File: src/rtl/vm1_rf_pkg.sv
// Shared definitions for the VM1 register-file port-B controller:
// controller states, array depth and the byte-lane merge used by byte writes.
package vm1_rf_pkg;

  typedef enum logic [1:0] {
    RF_INIT = 2'd0,
    RF_IDLE = 2'd1,
    RF_RMW  = 2'd2
  } rf_state_e;

  localparam int RF_DEPTH = 64;

  // Lane-select merge: be[0] picks bits 7:0 from new_w, be[1] picks bits 15:8.
  function automatic logic [15:0] rf_lane_merge(input logic [15:0] old_w,
                                                input logic [15:0] new_w,
                                                input logic [1:0]  be);
    rf_lane_merge = {be[1] ? new_w[15:8] : old_w[15:8],
                     be[0] ? new_w[7:0]  : old_w[7:0]};
  endfunction

endpackage

File: src/rtl/vm1_rfctl.sv
// Port-B access controller for the VM1 64x16 register/vector RAM: clears the
// array after reset, then serves reads, word writes and read-modify-write byte writes.
module vm1_rfctl
  import vm1_rf_pkg::*;
#(
  parameter int AW         = 6,
  parameter bit INIT_CLEAR = 1'b1
) (
  input  logic          clock,
  input  logic          reset_n,
  input  logic          req_valid,
  output logic          req_ready,
  input  logic          req_we,
  input  logic [1:0]    req_be,
  input  logic [AW-1:0] req_addr,
  input  logic [15:0]   req_wdata,
  output logic          rsp_valid,
  output logic [15:0]   rsp_data,
  output logic          init_busy,
  output logic [AW-1:0] ram_addr,
  output logic [15:0]   ram_data,
  output logic          ram_wren,
  input  logic [15:0]   ram_q
);

  localparam rf_state_e     RESET_STATE = INIT_CLEAR ? RF_INIT : RF_IDLE;
  localparam logic [AW-1:0] CLR_LAST    = {AW{1'b1}};

  rf_state_e     state_q, state_d;
  logic [AW-1:0] clr_q, clr_d;
  logic [AW-1:0] addr_q, addr_d;
  logic [15:0]   wdata_q, wdata_d;
  logic [1:0]    be_q, be_d;
  logic          rsp_valid_q, rsp_valid_d;
  logic          rd_pend_q, rd_pend_d;
  logic [15:0]   rsp_data_q, rsp_data_d;
  logic          wren_c;
  logic          accept;
  logic [15:0]   merged;

  assign req_ready = (state_q == RF_IDLE);
  assign init_busy = (state_q == RF_INIT);
  assign accept    = req_valid & req_ready;
  assign merged    = rf_lane_merge(ram_q, wdata_q, be_q);

  // A read response is the RAM output itself in the cycle after the address edge.
  assign rsp_valid = rsp_valid_q;
  assign rsp_data  = rd_pend_q ? ram_q : rsp_data_q;

  // The state register sits in INIT while reset is held, so the write strobe
  // is gated to keep the RAM untouched until reset is released.
  assign ram_wren  = wren_c & reset_n;

  always_comb begin
    state_d     = state_q;
    clr_d       = clr_q;
    addr_d      = addr_q;
    wdata_d     = wdata_q;
    be_d        = be_q;
    rsp_valid_d = 1'b0;
    rd_pend_d   = 1'b0;
    rsp_data_d  = rsp_data_q;
    wren_c      = 1'b0;
    ram_addr    = '0;
    ram_data    = '0;

    unique case (state_q)
      RF_INIT: begin
        wren_c   = 1'b1;
        ram_addr = clr_q;
        clr_d    = clr_q + AW'(1);
        if (clr_q == CLR_LAST) begin
          state_d = RF_IDLE;
        end
      end

      RF_IDLE: begin
        ram_addr = req_addr;
        ram_data = req_wdata;
        if (accept) begin
          if (req_we && (req_be == 2'b11)) begin
            wren_c      = 1'b1;
            rsp_valid_d = 1'b1;
            rsp_data_d  = req_wdata;
          end else if (req_we && (req_be != 2'b00)) begin
            // Single-lane write: the read issued now feeds the merge next cycle.
            addr_d  = req_addr;
            wdata_d = req_wdata;
            be_d    = req_be;
            state_d = RF_RMW;
          end else begin
            rsp_valid_d = 1'b1;
            rd_pend_d   = 1'b1;
          end
        end
      end

      RF_RMW: begin
        wren_c      = 1'b1;
        ram_addr    = addr_q;
        ram_data    = merged;
        rsp_valid_d = 1'b1;
        rsp_data_d  = merged;
        state_d     = RF_IDLE;
      end

      default: begin
        state_d = RESET_STATE;
      end
    endcase
  end

  always_ff @(posedge clock or negedge reset_n) begin
    if (!reset_n) begin
      state_q     <= RESET_STATE;
      clr_q       <= '0;
      rsp_valid_q <= 1'b0;
      rd_pend_q   <= 1'b0;
      rsp_data_q  <= '0;
    end else begin
      state_q     <= state_d;
      clr_q       <= clr_d;
      rsp_valid_q <= rsp_valid_d;
      rd_pend_q   <= rd_pend_d;
      rsp_data_q  <= rsp_data_d;
    end
  end

  always_ff @(posedge clock) begin
    addr_q  <= addr_d;
    wdata_q <= wdata_d;
    be_q    <= be_d;
  end

endmodule

File: config.mk
export PLATFORM = sky130hd
export DESIGN_NAME = vm1_rfctl
export DESIGN_NICKNAME = d
export VERILOG_FILES = /design/src/rtl/vm1_rf_pkg.sv /design/src/rtl/vm1_rfctl.sv
export SDC_FILE = /design/constraint.sdc
export NUM_CORES = 1
export LEC_CHECK = 0
export ABC_AREA = 1
export CAP_MARGIN = 20
export CELL_PAD_IN_SITES_DETAIL_PLACEMENT = 1
export CELL_PAD_IN_SITES_GLOBAL_PLACEMENT = 1
export CORE_AREA = 2 2 117 119
export DETAILED_ROUTE_END_ITERATION = 12
export DIE_AREA = 0 0 119 121
export PLACE_DENSITY = 0.55
export SLEW_MARGIN = 20
export SYNTH_ARGS = -nofsm -noshare
export SYNTH_HDL_FRONTEND = slang
export SYNTH_SLANG_ARGS = --single-unit
File: constraint.sdc
create_clock -name clock -period 7 [get_ports clock]
set_input_delay 2.1 -clock clock [delete_from_list [all_inputs] [get_ports clock]]
set_output_delay 2.1 -clock clock [all_outputs]
set_load 0.05 [all_outputs]
Word-level counts from Yosys, hierarchy flattened
Index checks and enable logic that the tools add are counted.

Output and inout port bits: 42. Register bits after elaboration: 50. Logic and storage cells: 53. Input port bits: 44.

Bitwise operators: 3. Reduce and logical (&&, ||, !) cells: 9. $add $sub $neg: 1. Equal/unequal tests: 9. Muxes and demuxes: 23.

Operators by type and width (count): $pmux W16 S2 (2); $mux W16 (3); $pmux W6 S3 (1); $mux W8 (2); $mux W1 (8); $mux W2 (4); $ne A2 B1 Y1 const B (4); $reduce_and A4 Y1 (2); $add A6 B1 Y6 const B (1); $eq A6 B6 Y1 const B (1); $pmux W2 S3 (1); $eq A2 B2 Y1 const B (2); $pmux W1 S2 (2); $reduce_bool A2 Y1 (2); $reduce_and A3 Y1 (1); $and A1 B1 Y1 (2); $eq A2 B1 Y1 const B (1); $logic_and A1 B1 Y1 (2); $logic_not A2 Y1 (1); $ne A2 B2 Y1 const B (1); $reduce_or A2 Y1 (1); $not A1 Y1 (1).

Logic depth before layout (Yosys ltp)
Depth after elaboration: 6. Depth in mapped cells: 10. Gate-level depth less buffers: 8.

Least setup slack after synthesis
No wires, ideal clock.

Kind: input port to output port. From: input req_we. To: output ram_wren. Path buffers: 0. Arrival: 3.133 ns. Stages: 4. Setup slack: 1.767 ns. Data required time: 4.900 ns. Cells stage by stage: inv_1 > nor2_1 > nand2_2 > a31oi_1.

Longest elaborated chain between the ends: 5.

Ends and longest elaborated chain: from (decl) (line vm1_rfctl.sv:13) `input logic req_we,`; $logic_and A1 B1 Y1 (line vm1_rfctl.sv:81) `if (req_we && (req_be == 2'b11)) begin`; $mux W1 (line vm1_rfctl.sv:81); $mux W1 (line vm1_rfctl.sv:80) `if (accept) begin`; $pmux W1 S2 (line vm1_rfctl.sv:67) `unique case (state_q)`; $and A1 B1 Y1 (line vm1_rfctl.sv:52) `assign ram_wren = wren_c & reset_n;`; to (decl) (line vm1_rfctl.sv:22) `output logic ram_wren,`.

No other way between the ends.

Worst setup path after layout
From: input ram_q[8]. To: output ram_data[8].

Longest elaborated chain between the ends: 2.

Ends and longest elaborated chain: from (decl) (line vm1_rfctl.sv:23) `input logic [15:0] ram_q`; $mux W8 (line vm1_rf_pkg.sv:17) `rf_lane_merge = {be[1] ? new_w[15:8] : old_w[15:8],`; $pmux W16 S2 (line vm1_rfctl.sv:67); to (decl) (line vm1_rfctl.sv:21) `output logic [15:0] ram_data,`.

No other way between the ends.

==> flow_metrics.env <==
export IMPL_status="finished clean"
export IMPL_clkLatencyLatePin_ns=0.29
export IMPL_reg2reg_slack_ns=4.22
export IMPL_wl_met2_um=4181
export IMPL_crit_path_frequent_cell="clkdlybuf4s50_1"
export IMPL_worst_ep_arrival_time_ns=3.96
export IMPL_cts_buffers=5
export IMPL_p_per_area_mw_per_mm2=146.7
export IMPL_synth_top_cells_by_area="edfxtp_1, dfrtp_1, nand2_1"
export IMPL_finalHoldViolations=0
export IMPL_endpoint_kind="output port"
export IMPL_clkSinkCount=50
export IMPL_worstRegToRegCells=6
export IMPL_min_from="rsp_data_q[1]$_DFFE_PN0P_"
export IMPL_grt_use_total=0.1265
export IMPL_synth_cell_types=25
export IMPL_drt_pass1_iterations=4
export IMPL_rows=42
export IMPL_synth_seq_cells=50
export IMPL_finalCriticalPeriod_ns=6.064
export IMPL_fin_tns_setup_ns=0
export IMPL_path_cells="clkdlybuf4s50_1 > inv_1 > o21ai_0 > nand2_1 > a21oi_1 > clkdlybuf4s50_1"
export IMPL_cp_top_family="buffers and inverters"
export IMPL_ir_worst_vdd_mv=0.08864
export IMPL_top_layer="met4"
export IMPL_antenna_cells=0
export IMPL_drc=0
export IMPL_synth_most_common_cell="nand2_1"
export IMPL_slowest_stage="clkdlybuf4s50_1"
export IMPL_clkTransAtPathRegs_ns=0.07
export IMPL_first_global_vias=2767
export IMPL_crit_required_ns=4.90
export IMPL_initialDrtViolationCount=91
export IMPL_vias_per_cell=4.186
export IMPL_cp_max_fo=2
export IMPL_postRouteAntennaNets=0
export IMPL_nNetsFinal=513
export IMPL_cts_max_level=2
export IMPL_cts_resized=0
export IMPL_p_leak_nw=1.709
export IMPL_crit_buf_inv=3
export IMPL_worst_clock_skew_ns=0.006219
export IMPL_synth_area_leader_cell="edfxtp_1"
export IMPL_mappedNetlistNets=436
export IMPL_wirelength_um=8896
export IMPL_wl_met3_um=315
export IMPL_synth_seq_area_share=0.4634
export IMPL_worst_slew_pin_slew_ns=0.7143
export IMPL_synth_warnings=0
export IMPL_ctsHoldBuffers=0
export IMPL_hold_depth=2
export IMPL_num_vias=2679
export IMPL_placedCellCount=631
export IMPL_dieArea_sq_mm=0.01440
export IMPL_r2r_end="wdata_q[12]$_DFFE_PP_"
export IMPL_grt_max_degree=35
export IMPL_startpoint_type="input port"
export IMPL_grt_pass1_wl_um=14460
export IMPL_initial_utilization=0.2261
export IMPL_grt_overflow_total=0
export IMPL_max_cap_viol_count=0
export IMPL_synth_avg_cell_area_sq_um=7.666
export IMPL_syn_area_sq_mm=0.002959
export IMPL_post_route_period_util=0.8663
export IMPL_slew_violations=0
export IMPL_die_h_um=121
export IMPL_synth_edff_count=24
export IMPL_ios=86
export IMPL_cts_setup_buffers=0
export IMPL_drive_above_1_share=0.07974
export IMPL_avgRoutedWirePerCell_um=13.90
export IMPL_synth_main_ff_cell="dfrtp_1"
export IMPL_fin_cells=640
export IMPL_max_slew_margin=0.5208
export IMPL_gp_congestion=0.7341
export IMPL_min_to="rsp_data_q[1]$_DFFE_PN0P_"
export IMPL_netlist_instances=386
export IMPL_root_buffer="clkbuf_16"
export IMPL_setup_violations=0
export IMPL_fp_dieW_um=119
export IMPL_syn_to_final_growth_pct=37.76
export IMPL_clockBufferDepth=2
export IMPL_synthTopCellsByCount="nand2_1, inv_1, nor2_1"
export IMPL_rsz0062_at_grt="false"
export IMPL_place_hpwl_um=6156
export IMPL_tritoncts="built"
export IMPL_antenna_found_initial=0
export IMPL_synth_top_area_frac=0.2436
export IMPL_port_buffers=85
export IMPL_core_area_sq_mm=0.01309
export IMPL_r2r_start="state_q[1]$_DFFE_PN0P_"
export IMPL_max_freq_ghz=0.1649
export IMPL_critPathKind="input port to output port"
export IMPL_m1WireLength_um=4334
export IMPL_hold_path_class="flip-flop to flip-flop"
export IMPL_cpPeakStageDelay_ns=0.85
export IMPL_async_flop_share=0.5200
## cells in the final DEF, fill, tap and decap left out, types with 2 or more instances in the layout
master             n
a21oi_1           19
o21ai_1            2
xor2_1             4
buf_4              3
a31oi_1            2
clkdlybuf4s50_1   84
nand2_1          147
nand3_1            9
clkbuf_16          5
inv_1             48
nand2_2            6
edfxtp_1          24
o21ai_0           20
dfrtp_1           25
ha_1               6
nor2_1            33
o21ai_2           14
## layer usage
layer / vias to the layer above / global-route usage
met4: 0 / 0.02530
li1: 1347 / -
met5: - / 0
met3: 6 / 0.02350
met2: 52 / 0.2134
met1: 1274 / 0.1698
## registers in the layout, indices dropped and copies added, names as in the netlist
register and cells:
addr_q 6, be_q 2, clr_q 6, rd_pend_q 1, rsp_data_q 16, rsp_valid 1
state_q 2, wdata_q 16
## report_power, final
group | switching, mW | total (mW) | internal (mW)
Sequential | 0 | 0.308 | 0.308
Combinational | 0.0174 | 0.0426 | 0.0252
Clock | 0.105 | 0.248 | 0.142
Total | 0.123 | 0.598 | 0.475
## worst min-delay path, stage by stage, from the launching register on
cell and delay (ns):
dfrtp_1 0.32, inv_1 0.05, o21ai_2 0.12
## cells by family after synthesis
group / share of synthesized area
xor+xnor: 0.01184
fa+ha+maj: 0.02537
buf+inv: 0.1163
compound gates: 0.1256
flops: 0.4634
simple gates: 0.2575
## cell type report
type	count	area, sq um
clock buffer	7	142.6
clock inverter	1	5.005
fill	1569	9009
inverter	51	193.9
multi-input combinational	266	1246
sequential	50	1373
tap	176	220.2
timing repair buffer	89	895.9
## worst max-delay path by stage
| stage | start | end | slack [ns] | depth (start not counted) |
|---|---|---|---|---|
| after floorplan | req_we | ram_wren | 1.77 | 4 |
| after global placement | ram_q[8] | ram_data[8] | 0.89 | 6 |
| after detailed placement | ram_q[8] | ram_data[8] | 0.90 | 6 |
| after CTS | ram_q[8] | ram_data[8] | 0.89 | 6 |
| after global routing | ram_q[8] | ram_data[8] | 0.81 | 6 |
| final | ram_q[8] | ram_data[8] | 0.94 | 6 |
## per-stage QoR
stage	total power [mW]	util	worst slack (ns)	area (sq um)	hold WS, ns
final	0.5981	0.3115	0.9361	4076	0.5203
after global routing	0.6251	0.3115	0.8125	4076	0.5428
after CTS	0.6130	0.3093	0.8939	4048	0.5271
after detailed placement	0.3572	0.2980	0.8955	3900	0.5084
after global placement	0.3568	0.2980	0.8876	3900	0.4857
after floorplan	0.3224	-	1.767	2959	0.4678
Power figures use the tool's default switching activity.
